File: config.mk
export PLATFORM = sky130hd
export DESIGN_NAME = traffic_light_monitor
export DESIGN_NICKNAME = d
export VERILOG_FILES = /design/src/rtl/traffic_light_monitor.sv
export SDC_FILE = /design/constraint.sdc
export NUM_CORES = 1
export LEC_CHECK = 0
export BUFFER_PORTS_ARGS = -buffer_cell sky130_fd_sc_hd__buf_2
export CAP_MARGIN = 30
export CORE_UTILIZATION = 51
export DETAILED_ROUTE_END_ITERATION = 7
export PLACE_DENSITY = 0.76
export SLEW_MARGIN = 20
export SYNTH_ARGS = -nofsm -noshare
export SYNTH_HDL_FRONTEND = slang
export SYNTH_SLANG_ARGS = --single-unit
File: constraint.sdc
create_clock -name clk -period 2.5 [get_ports clk]
set_input_delay 0.375 -clock clk [delete_from_list [all_inputs] [get_ports clk]]
set_output_delay 0.375 -clock clk [all_outputs]
set_load 0.01 [all_outputs]
File: src/rtl/traffic_light_monitor.sv
// ---------------------------------------------------------------------------
// traffic_light_monitor
//
// Receiving end of the lamp interface driven by the traffic light controller.
// The three lamp lines are registered once. The phase FSM then works on that
// registered sample, so a lamp change shows up on `phase` two edges after it
// appears on the inputs. For each phase the monitor measures the length in
// clock cycles, reports it when the phase ends, and checks it against the
// nominal timing. Sticky fault flags record illegal lamp combinations,
// sequence errors, timing errors and dark periods for the maintenance logic.
//
// Ports
//   clk          rising-edge clock
//   rst_n        synchronous active-low reset
//   redlight     red lamp from the controller
//   oralight     orange lamp from the controller
//   grelight     green lamp from the controller
//   clr_fault    clears all sticky fault flags (a new fault on the same edge
//                still sets its flag)
//   phase        0=SYNC/unknown, 1=RED, 2=ORANGE, 3=GREEN
//   dur          length in cycles of the last completed phase
//   dur_valid    one-cycle pulse when dur is updated
//   cycle_cnt    number of legal GREEN->RED transitions, wraps at 255
//   fault_multi  sticky: more than one lamp was on
//   fault_dark   sticky: all lamps were off for more than DARK_MAX samples
//   fault_seq    sticky: the phase order was illegal
//   fault_time   sticky: a phase length was outside nominal +/- TOL
//   fault        OR of the four fault flags
// ---------------------------------------------------------------------------
module traffic_light_monitor #(
    parameter int RED_TIME    = 9,
    parameter int ORANGE_TIME = 3,
    parameter int GREEN_TIME  = 12,
    parameter int TOL         = 1,
    parameter int DARK_MAX    = 2,
    parameter int CNT_W       = 6
) (
    input  logic             clk,
    input  logic             rst_n,
    input  logic             redlight,
    input  logic             oralight,
    input  logic             grelight,
    input  logic             clr_fault,
    output logic [1:0]       phase,
    output logic [CNT_W-1:0] dur,
    output logic             dur_valid,
    output logic [7:0]       cycle_cnt,
    output logic             fault_multi,
    output logic             fault_dark,
    output logic             fault_seq,
    output logic             fault_time,
    output logic             fault
);

    typedef enum logic [1:0] {
        ST_SYNC   = 2'd0,
        ST_RED    = 2'd1,
        ST_ORANGE = 2'd2,
        ST_GREEN  = 2'd3
    } state_t;

    // The dark run counter only needs to reach DARK_MAX+1 and then saturates.
    localparam int DRUN_W = $clog2(DARK_MAX + 2);

    // Lower bound of the tolerance window, clamped at zero.
    function automatic logic [CNT_W:0] lo_of(input int nom);
        int v;
        v = (nom > TOL) ? (nom - TOL) : 0;
        return v[CNT_W:0];
    endfunction

    // Upper bound of the tolerance window.
    function automatic logic [CNT_W:0] hi_of(input int nom);
        int v;
        v = nom + TOL;
        return v[CNT_W:0];
    endfunction

    // First count value that is an overrun.
    function automatic logic [CNT_W:0] ov_of(input int nom);
        int v;
        v = nom + TOL + 1;
        return v[CNT_W:0];
    endfunction

    // Legal phase order RED -> ORANGE -> GREEN -> RED.
    function automatic state_t successor(input state_t s);
        state_t n;
        case (s)
            ST_RED:    n = ST_ORANGE;
            ST_ORANGE: n = ST_GREEN;
            ST_GREEN:  n = ST_RED;
            default:   n = ST_SYNC;
        endcase
        return n;
    endfunction

    localparam logic [CNT_W:0] RED_LO    = lo_of(RED_TIME);
    localparam logic [CNT_W:0] RED_HI    = hi_of(RED_TIME);
    localparam logic [CNT_W:0] RED_OV    = ov_of(RED_TIME);
    localparam logic [CNT_W:0] ORANGE_LO = lo_of(ORANGE_TIME);
    localparam logic [CNT_W:0] ORANGE_HI = hi_of(ORANGE_TIME);
    localparam logic [CNT_W:0] ORANGE_OV = ov_of(ORANGE_TIME);
    localparam logic [CNT_W:0] GREEN_LO  = lo_of(GREEN_TIME);
    localparam logic [CNT_W:0] GREEN_HI  = hi_of(GREEN_TIME);
    localparam logic [CNT_W:0] GREEN_OV  = ov_of(GREEN_TIME);

    localparam logic [CNT_W-1:0] CNT_ONE = {{(CNT_W-1){1'b0}}, 1'b1};
    localparam logic [CNT_W-1:0] CNT_MAX = {CNT_W{1'b1}};

    // Registered lamp sample.
    logic red_q, ora_q, gre_q;

    // FSM and measurement state.
    state_t             state_q, state_d;
    logic [CNT_W-1:0]   cnt_q, cnt_d;
    logic               from_sync_q, from_sync_d;
    logic [CNT_W-1:0]   dur_q, dur_d;
    logic               dur_valid_q, dur_valid_d;
    logic [7:0]         cycle_cnt_q, cycle_cnt_d;
    logic [DRUN_W-1:0]  dark_run_q, dark_run_d;

    // Sticky faults.
    logic fault_multi_q, fault_multi_d;
    logic fault_dark_q, fault_dark_d;
    logic fault_seq_q, fault_seq_d;
    logic fault_time_q, fault_time_d;
    logic fault_q, fault_d;

    // Decoded sample and per-phase bounds.
    logic [1:0]       lamp_sum_s;
    logic             sample_single_s;
    logic             sample_dark_s;
    logic             sample_multi_s;
    state_t           sample_state_s;
    logic [CNT_W:0]   lo_s, hi_s, ov_s;
    logic [CNT_W:0]   cnt_ext_s;
    logic [CNT_W:0]   cnt_inc_ext_s;
    logic             set_time_s;
    logic             set_seq_s;
    logic             set_dark_s;

    // Decode the registered lamp sample into a single lamp, DARK or MULTI.
    always_comb begin
        lamp_sum_s      = {1'b0, red_q} + {1'b0, ora_q} + {1'b0, gre_q};
        sample_single_s = (lamp_sum_s == 2'd1);
        sample_dark_s   = (lamp_sum_s == 2'd0);
        sample_multi_s  = (lamp_sum_s >= 2'd2);
        case ({red_q, ora_q, gre_q})
            3'b100:  sample_state_s = ST_RED;
            3'b010:  sample_state_s = ST_ORANGE;
            3'b001:  sample_state_s = ST_GREEN;
            default: sample_state_s = ST_SYNC;
        endcase
    end

    // Select the tolerance window of the current phase.
    always_comb begin
        case (state_q)
            ST_RED: begin
                lo_s = RED_LO;
                hi_s = RED_HI;
                ov_s = RED_OV;
            end
            ST_ORANGE: begin
                lo_s = ORANGE_LO;
                hi_s = ORANGE_HI;
                ov_s = ORANGE_OV;
            end
            ST_GREEN: begin
                lo_s = GREEN_LO;
                hi_s = GREEN_HI;
                ov_s = GREEN_OV;
            end
            default: begin
                lo_s = {(CNT_W+1){1'b0}};
                hi_s = {(CNT_W+1){1'b0}};
                ov_s = {(CNT_W+1){1'b0}};
            end
        endcase
    end

    // Phase FSM: tracking, duration measurement, sequence and timing checks.
    always_comb begin
        state_d       = state_q;
        cnt_d         = cnt_q;
        from_sync_d   = from_sync_q;
        dur_d         = dur_q;
        dur_valid_d   = 1'b0;
        cycle_cnt_d   = cycle_cnt_q;
        set_time_s    = 1'b0;
        set_seq_s     = 1'b0;
        cnt_ext_s     = {1'b0, cnt_q};
        cnt_inc_ext_s = {1'b0, cnt_q} + {{CNT_W{1'b0}}, 1'b1};

        case (state_q)
            ST_SYNC: begin
                // Lock onto the first clean lamp; its phase may be partial,
                // so its length is exempt from the time check.
                if (sample_single_s) begin
                    state_d     = sample_state_s;
                    cnt_d       = CNT_ONE;
                    from_sync_d = 1'b1;
                end else begin
                    state_d     = ST_SYNC;
                end
            end
            ST_RED, ST_ORANGE, ST_GREEN: begin
                if (sample_single_s && (sample_state_s != state_q)) begin
                    dur_d       = cnt_q;
                    dur_valid_d = 1'b1;
                    if (!from_sync_q && ((cnt_ext_s < lo_s) || (cnt_ext_s > hi_s))) begin
                        set_time_s = 1'b1;
                    end else begin
                        set_time_s = 1'b0;
                    end
                    if (sample_state_s != successor(state_q)) begin
                        set_seq_s = 1'b1;
                    end else if (state_q == ST_GREEN) begin
                        cycle_cnt_d = cycle_cnt_q + 8'd1;
                    end else begin
                        set_seq_s = 1'b0;
                    end
                    state_d     = sample_state_s;
                    cnt_d       = CNT_ONE;
                    from_sync_d = 1'b0;
                end else begin
                    // Same lamp, DARK or MULTI: the phase keeps running.
                    // The overrun flag fires once, on the step that crosses
                    // the upper bound, so it does not block clr_fault later.
                    if (cnt_q != CNT_MAX) begin
                        cnt_d = cnt_q + CNT_ONE;
                        if (cnt_inc_ext_s == ov_s) begin
                            set_time_s = 1'b1;
                        end else begin
                            set_time_s = 1'b0;
                        end
                    end else begin
                        cnt_d = CNT_MAX;
                    end
                end
            end
            default: begin
                state_d = ST_SYNC;
                cnt_d   = {CNT_W{1'b0}};
            end
        endcase
    end

    // Dark run counter and sticky fault flags; a new event beats clr_fault.
    always_comb begin
        set_dark_s = 1'b0;
        if (sample_dark_s) begin
            if (dark_run_q == DRUN_W'(DARK_MAX)) begin
                set_dark_s = 1'b1;
            end else begin
                set_dark_s = 1'b0;
            end
            if (dark_run_q == DRUN_W'(DARK_MAX + 1)) begin
                dark_run_d = dark_run_q;
            end else begin
                dark_run_d = dark_run_q + {{(DRUN_W-1){1'b0}}, 1'b1};
            end
        end else begin
            dark_run_d = {DRUN_W{1'b0}};
        end

        fault_multi_d = sample_multi_s ? 1'b1 : (clr_fault ? 1'b0 : fault_multi_q);
        fault_dark_d  = set_dark_s     ? 1'b1 : (clr_fault ? 1'b0 : fault_dark_q);
        fault_seq_d   = set_seq_s      ? 1'b1 : (clr_fault ? 1'b0 : fault_seq_q);
        fault_time_d  = set_time_s     ? 1'b1 : (clr_fault ? 1'b0 : fault_time_q);
        fault_d       = fault_multi_d | fault_dark_d | fault_seq_d | fault_time_d;
    end

    // All state, with synchronous active-low reset.
    always_ff @(posedge clk) begin
        if (!rst_n) begin
            red_q         <= 1'b0;
            ora_q         <= 1'b0;
            gre_q         <= 1'b0;
            state_q       <= ST_SYNC;
            cnt_q         <= {CNT_W{1'b0}};
            from_sync_q   <= 1'b0;
            dur_q         <= {CNT_W{1'b0}};
            dur_valid_q   <= 1'b0;
            cycle_cnt_q   <= 8'd0;
            dark_run_q    <= {DRUN_W{1'b0}};
            fault_multi_q <= 1'b0;
            fault_dark_q  <= 1'b0;
            fault_seq_q   <= 1'b0;
            fault_time_q  <= 1'b0;
            fault_q       <= 1'b0;
        end else begin
            red_q         <= redlight;
            ora_q         <= oralight;
            gre_q         <= grelight;
            state_q       <= state_d;
            cnt_q         <= cnt_d;
            from_sync_q   <= from_sync_d;
            dur_q         <= dur_d;
            dur_valid_q   <= dur_valid_d;
            cycle_cnt_q   <= cycle_cnt_d;
            dark_run_q    <= dark_run_d;
            fault_multi_q <= fault_multi_d;
            fault_dark_q  <= fault_dark_d;
            fault_seq_q   <= fault_seq_d;
            fault_time_q  <= fault_time_d;
            fault_q       <= fault_d;
        end
    end

    assign phase       = state_q;
    assign dur         = dur_q;
    assign dur_valid   = dur_valid_q;
    assign cycle_cnt   = cycle_cnt_q;
    assign fault_multi = fault_multi_q;
    assign fault_dark  = fault_dark_q;
    assign fault_seq   = fault_seq_q;
    assign fault_time  = fault_time_q;
    assign fault       = fault_q;

endmodule

Word-level counts from Yosys, hierarchy flattened --
Cells that the tools add are included.
Operators by class: magnitude comparators 3, bitwise operators 4, reduce and logical (&&, ||, !) cells 12, equality and inequality tests 15, multiplexer cells 36, $add $sub $neg 6
Operator list (count):
- 4-bit case mux with 3 select lines | 3
- 1-bit 2-to-1 mux | 21
- 6-bit 2-to-1 mux | 3
- 2-bit case mux with 3 select lines | 2
- 6-bit case mux with 2 select lines | 1
- 8-bit by 1-bit adder with 8-bit output (second input constant) | 1
- 2-bit equality test (second input constant) | 4
- 2-bit 2-to-1 mux | 4
- 2-bit AND reduction | 4
- 6-bit by 1-bit adder with 7-bit output (second input constant) | 1
- 7-bit equality test | 1
- 6-bit by 7-bit > comparator with 1-bit output | 1
- 6-bit by 7-bit less-than comparator with 1-bit output | 1
- 6-bit by 1-bit adder with 6-bit output (second input constant) | 1
- 6-bit != test (second input constant) | 1
- 2-bit by 1-bit equality test with 1-bit output (second input constant) | 2
- 2-bit zero test | 2
- 2-bit != test | 2
- 2-bit != test (second input constant) | 2
- 2-bit case mux with 2 select lines | 1
- 4-bit AND reduction | 1
- 3-bit by 1-bit equality test with 1-bit output (second input constant) | 1
- 3-bit by 2-bit equality test with 1-bit output (second input constant) | 1
- 3-bit equality test (second input constant) | 1
- 11 further kinds | 14
Storage, ports and cells: bits of input ports 6, flip-flop bits (word level) 34

Depth between registers and ports, before layout --
Gate-level depths: netlist of run 1.
depth in word-level cells 13, gate-level depth with buffers 9, mapped depth without buffers 9

Worst setup path before layout of run 1 --
No wires, ideal clock.
path kind register to register, start point register red_q, end point register cycle_cnt_q[5], in the netlist cycle_cnt[5], setup slack 0.142 ns, required time 2.428 ns, library setup time 0.072 ns, arrival 2.286 ns, stages on the path, launching flop included 10, path buffers 2, cell sequence dfxtp_1 -> buf_6 -> inv_1 -> fa_1 -> nand2b_1 -> a31o_2 -> a21o_1 -> buf_2 -> nor4_2 -> mux2i_1
Between the ends: word-level cells in the longest chain between the ends 5
Ends and longest elaborated chain:
- start: declaration | line 112 | logic red_q, ora_q, gre_q;
- start signal: assignment | line 294 | red_q <= redlight;
- 1-bit by 1-bit adder with 2-bit output, or another cell as far along | line 145 | lamp_sum_s = {1'b0, red_q} + {1'b0, ora_q} + {1'b0, gre_q};
- 2-bit by 1-bit adder with 2-bit output / 2-bit case mux with 3 select lines (equally long branches) | line 145, 149
- 2-bit by 1-bit equality test with 1-bit output, or another cell as far along | line 146 | sample_single_s = (lamp_sum_s == 2'd1);
- 1-bit logical AND / 1-bit NOT (equally long branches)
- 4-bit AND reduction (no line) (*)
- end signal: assignment | line 302 | cycle_cnt_q <= cycle_cnt_d;
- end: declaration | line 120 | logic [7:0] cycle_cnt_q, cycle_cnt_d;
Mark *: on every way between the ends. The rest lies on a longest branch, timed or not. A chain may end at the register's enable or synchronous reset.

Final worst setup path of run 1 --
start point register red_q, end point register cycle_cnt_q[4], in the netlist cycle_cnt[4]
The elaborated chain is that of the path after synthesis.

==> results.md, run 1 <==
- RSZ-0062 raised after global routing: no
- Fin area: 2290 µm²
- Final Max Tran Viols: 0
- Largest net degree at the start of global routing: 18
- Synth warnings: 0
- Ys flop type: dfxtp_1
- Detail-routed via count per cell: 5.68
- ANT cells: 0
- Status: completed
- First-pass GRT wire length: 7480 µm
- Num ports: 28
- Post-synthesis async set-or-reset flop share: 0%
- Sw frac: just under 30%
- Die Ht: 63.8 µm
- Die X: 63.8 µm
- Post-DP Area: 2190 µm²
- Gpl congestion: 0.861
- Clock Tree Buf Depth: 2
- Clk_skew: just under 9 ps
- Post-synthesis sequential area ratio: 34.9%
- Area Overhead vs Synth: 17.3%
- Die area: 4070 µm²
- Initial Util: 53.2%
- Arrival @ worst endpoint: 2560 ps
- Total wire length: about 4400 µm
- Initial DRC count: around 170
- Max-cap viol count: 0
- CORE AREA: 3660 µm²
- DRC: 0
- Pwr dens: 550 nW/µm²
- Critical path class: reg -> reg
- CTS H-tree lvls: 2
- # hold bufs at CTS: 0
- Yosys top cell by area: dfxtp_1
- Leak: 0.000960 µW
- Cell-internal power: 887 µW
- Worst Hold Class: in -> reg
- Top cells by area, synth: dfxtp_1 35%, ha_1 9.6%, a21oi_1 5.4%
- CP max FO: 15
- Least-Margin Pin Slew: 512 ps
- Initial antenna violation count: 0
- Max-slew headroom: 65.0%
- Post-synth EDFFs: 0
- Flop2flop setup slack: 150 ps
- Final Setup Violations: 0
- Period utilization: 94.0%
- Critical Path RT: 2710 ps
- PostCTS Resize Cnt: 0
- Crit start category: flip-flop
- Fill cell count: 340
- Clock power frac: 33.9%
- Antenna viol nets, final: 0
- DR WL/cell: 13.9 µm
- Syn Nets: 255
- Cell Area, Synth: about 1900 µm²
- GRT Overall Usage: 23.3%
- Ratio of cells with drive above 1 in the final layout: 20.7%
- Most frequent cells in the layout: 34 x dfxtp_1, 27 x buf_2, 21 x a21oi_1
- Clock Root Buffer: clkbuf_8
- Nets: just under 300
- Worst hold slack: just under 300 ps
- Vias post-DR: around 1800
- CTS Buf Count: 5
- Final TNS setup: 0 ps
- Vias in the first global route: between 1500 and 2000
- GRT overflow: 0
- Worst-Skew Late Latency: 290 ps
- Minimum clock period: roughly 2300 ps
- Crit path capture type: flip-flop
- Clock-pin slew on the worst setup and hold paths: 60 ps
- Avg Inst Size Synth: 8.36 µm²
- Port-buffer cells: 27
- Clk sinks: 34
- CTS tree: built
- Sequential share of power: a little under half
- Yosys cell types: 48
- Combinational share of power: 19.8%
- Worst VDD drop: 0.000358 V
- Setup Buffers After CTS: 0
- Sw power: 369 µW
- Std cell rows: 22
- Fmax: 0.426 GHz
- Commonest non-fill, non-tap cell in the layout: dfxtp_1
- Post-synthesis sequential element count: 34
- Hold Fails Final Rpt: 0
- Post-detail-place hpwl: 3260 µm
- Post-synth top area share: 34.9%
- DR pass1 iterations: 4
- Mapped Cells: approximately 230
## critical path, stage by stage, from the launching register on
cell      delay, ps
dfxtp_1         330
inv_1            60
fa_1            480
nand2b_1        170
a31o_2          250
a21o_2          280
or4_1           540
a21oi_1         170
## power by group through the flow
stage	logic [µW]	registers, µW	clock network (µW)
after detailed placement	246	594	0
after CTS	248	581	429
after floorplan	168	592	0
final	248	582	427
after global routing	276	584	464
after global placement	241	593	0
## per-layer routing
layer  track usage (%)  vias up  wire, µm
met3              5.00       16       185
met5                 0        -         0
met1              30.4      822      2080
li1                  -      919         -
met4              10.2        0       123
met2              36.7       49      2010
## final cells by class
class,count,area [µm²],share of cell area [%]
tap,48,60.1,2.63
clock buffer,6,82.6,3.61
multi-input combinational,171,1150,50.1
sequential,34,681,29.8
clock inverter,2,12.5,0.547
timing repair buffer,42,248,10.8
inverter,15,56.3,2.46
## sequential cells by signal, indices dropped and copies added, names as in the netlist, 2 cells and up
signal      count
phase           2
cycle_cnt       8
cnt_q           6
dark_run_q      2
dur             6
## logic make-up after synthesis
logic type                 synth area share, %
and+or+nand+nor                           20.6
buffers and inverters                     6.29
xor gates and xnor gates                  3.15
DFF                                       34.9
muxes                                     2.06
adders and majority gates                 11.2
AOI/OAI and AO/OA                         21.7
## synth_stat cells, types with 2 or more instances
| cell type | n |
|---|---|
| inv_1 | 14 |
| a2111oi_0 | 2 |
| buf_6 | 2 |
| dfxtp_1 | 34 |
| o21ai_0 | 14 |
| or4_1 | 5 |
| a21o_1 | 2 |
| o22ai_1 | 2 |
| nand2b_1 | 2 |
| or3_1 | 3 |
| a21oi_1 | 21 |
| ha_1 | 15 |
| a21boi_0 | 2 |
| o2111ai_1 | 2 |
| xor2_1 | 3 |
| nand4_1 | 3 |
| o21a_1 | 3 |
| nor3_1 | 12 |
| xnor2_1 | 4 |
| nand2_1 | 19 |
| buf_2 | 2 |
| mux2i_1 | 4 |
| nand3_1 | 9 |
| nor2_1 | 11 |
| o211ai_1 | 2 |
| and2_1 | 6 |
| o31ai_1 | 6 |
| clkbuf_1 | 9 |
## per-stage QoR
stage | util, % | setup WS [ps] | total power [µW] | instances
after global placement | 59.8 | 197 | 834 | 310
after detailed placement | 59.8 | 108 | 840 | 310
final | 62.4 | 151 | 1260 | 318
after global routing | 62.4 | 39.3 | 1320 | 318
after floorplan | - | 142 | 760 | 233
after CTS | 62.4 | 86.2 | 1260 | 318
## path summary, 6_finish.rpt
path | startpoint | endpoint | cells after the start
max | red_q$_SDFF_PN0_ | cycle_cnt[4]$_SDFFE_PN0P_ | 7
max reg2reg | red_q$_SDFF_PN0_ | cycle_cnt[4]$_SDFFE_PN0P_ | 7
min reg2reg | fault_multi$_SDFF_PN0_ | fault_multi$_SDFF_PN0_ | 2
min | grelight | gre_q$_SDFF_PN0_ | 2
No activity file was read; power rests on OpenSTA's default activity.
==> run 2, diff against run 1 <==
Settings changed: RECOVER_POWER from default to 50, SLEW_MARGIN 20 to 15.
==> results.md, run 2 (synthesized netlist as in run 1, its figures left out) <==
- CP max FO: 15
- Crit start category: flip-flop
- Area Overhead vs Synth: 15.4%
- Pwr dens: 557 nW/µm²
- Std cell rows: 22
- Crit path capture type: flip-flop
- Max-cap viol count: 0
- Die X: approximately 64 µm
- Max-slew headroom: 45.6%
- Antenna viol nets, final: 0
- Leak: 0.000858 µW
- Worst-Skew Late Latency: roughly 290 ps
- Final TNS setup: 0 ps
- Placed insts: a little over 300
- Initial Util: between 50% and 60%
- WL met3: 134 µm
- Start point of the critical path: red_q$_SDFF_PN0_
- Period utilization: 93.6%
- RSZ-0062 raised after global routing: no
- Least-Margin Pin Slew: 816 ps
- Initial DRC count: 183
- Fmax: 0.428 GHz
- Hold Fails Final Rpt: 0
- Critical Path RT: 2700 ps
- Vias post-DR: between 1500 and 2000
- Port-buffer cells: 27
- Gpl congestion: 0.861
- Clk sinks: 34
- Status: completed
- Top routing layer used: met4
- GRT overflow: 0
- GRT Overall Usage: 23.3%
- Detail-routed via count per cell: about 5.6
- Hold path start: grelight
- DR WL/cell: 13.8 µm
- CTS H-tree lvls: 2
- Worst Hold Class: in -> reg
- Nets: 291
- Total wire length: 4390 µm
- Layout Utilization: 61.4%
- Fill cell count: 351
- Arrival @ worst endpoint: 2540 ps
- DRC: 0
- First-pass GRT wire length: approximately 7500 µm
- Met2 WL post-DR: 2020 µm
- Post-detail-place hpwl: approximately 3300 µm
- Post-route insts no fill: 318
- CORE AREA: between 3000 and 4000 µm²
- Largest net degree at the start of global routing: 18
- Vias in the first global route: 1641
- Clock Root Buffer: clkbuf_8
- Commonest non-fill, non-tap cell in the layout: dfxtp_1
- CTS Buf Count: 5
- Ratio of cells with drive above 1 in the final layout: 11.9%
- DR pass1 iterations: 4
- Initial antenna violation count: 0
- Final Setup Violations: 0
- Num ports: 28
- Minimum clock period: 2340 ps
- Reg2reg start: red_q$_SDFF_PN0_
- Worst VDD drop: 0.000358 V
- Die area: 4070 µm²
- Clock-pin slew on the worst setup and hold paths: roughly 60 ps
- Critical path class: reg -> reg
- Clock Tree Buf Depth: 2
- ANT cells: 0
- Max reg flops: 8
- Clk_skew: between 9 and 10 ps
- Final Max Tran Viols: 0
- Die Ht: 63.8 µm
- Most frequent cells in the layout: 34 x dfxtp_1, 24 x clkbuf_1, 21 x a21oi_1
- CTS tree: built
- Post-Route M1 WL: 2130 µm
==> run 2: power by group <==
part	switching [µW]	internal [µW]	leakage, µW
combinational	144	99.5	0.000535
sequential	20.1	562	0.000276
clock	206	221	0.0000472
total	370	882	0.000858
==> run 2: path summary, 6_finish.rpt <==
kind,to,depth (start not counted),slack [ps]
setup reg to reg,cycle_cnt[4]$_SDFFE_PN0P_,7,160
setup / recovery,cycle_cnt[4]$_SDFFE_PN0P_,7,160
hold / removal,gre_q$_SDFF_PN0_,2,290
hold reg to reg,fault_multi$_SDFF_PN0_,2,480
==> run 2: final cells by class <==
type | count | area [µm²] | share of cell area [%]
Multi-Input combinational cell | 171 | 1150 | 51.0
Sequential cell | 34 | 681 | 30.3
Timing Repair Buffer | 42 | 210 | 9.35
Clock buffer | 6 | 82.6 | 3.67
Tap cell | 48 | 60.1 | 2.67
Inverter | 15 | 56.3 | 2.50
Clock inverter | 2 | 12.5 | 0.556
==> run 2: timing repair <==
action,in CTS,in global routing
setup buffers,0,0
gates resized for setup,0,1
hold buffers,0,0
setup endpoints to repair,0,2
==> run 2: per-layer routing <==
layer / vias up / GRT usage (%)
li1: 918 / -
met2: 38 / 36.7
met5: - / 0
met3: 11 / 5.00
met4: 0 / 10.2
met1: 826 / 30.4
==> run 2: metrics by stage <==
stage | hold slack, ps | area, µm² | worst slack (ps) | power, µW
finish | 293 | 2250 | 161 | 1250
global route | 292 | 2250 | 38.9 | 1320
CTS | 291 | 2280 | 86.2 | 1260
detailed placement | 461 | 2190 | 108 | 840
global placement | 457 | 2190 | 197 | 834
floorplan | 448 | 1950 | 142 | 760
==> run 2: worst max-delay path: stages, from the launching register on <==
cell,delay (ps)
dfxtp_1,330
inv_1,60
fa_1,480
nand2b_1,170
a31o_2,250
a21o_2,280
or4_1,530
a21oi_1,170
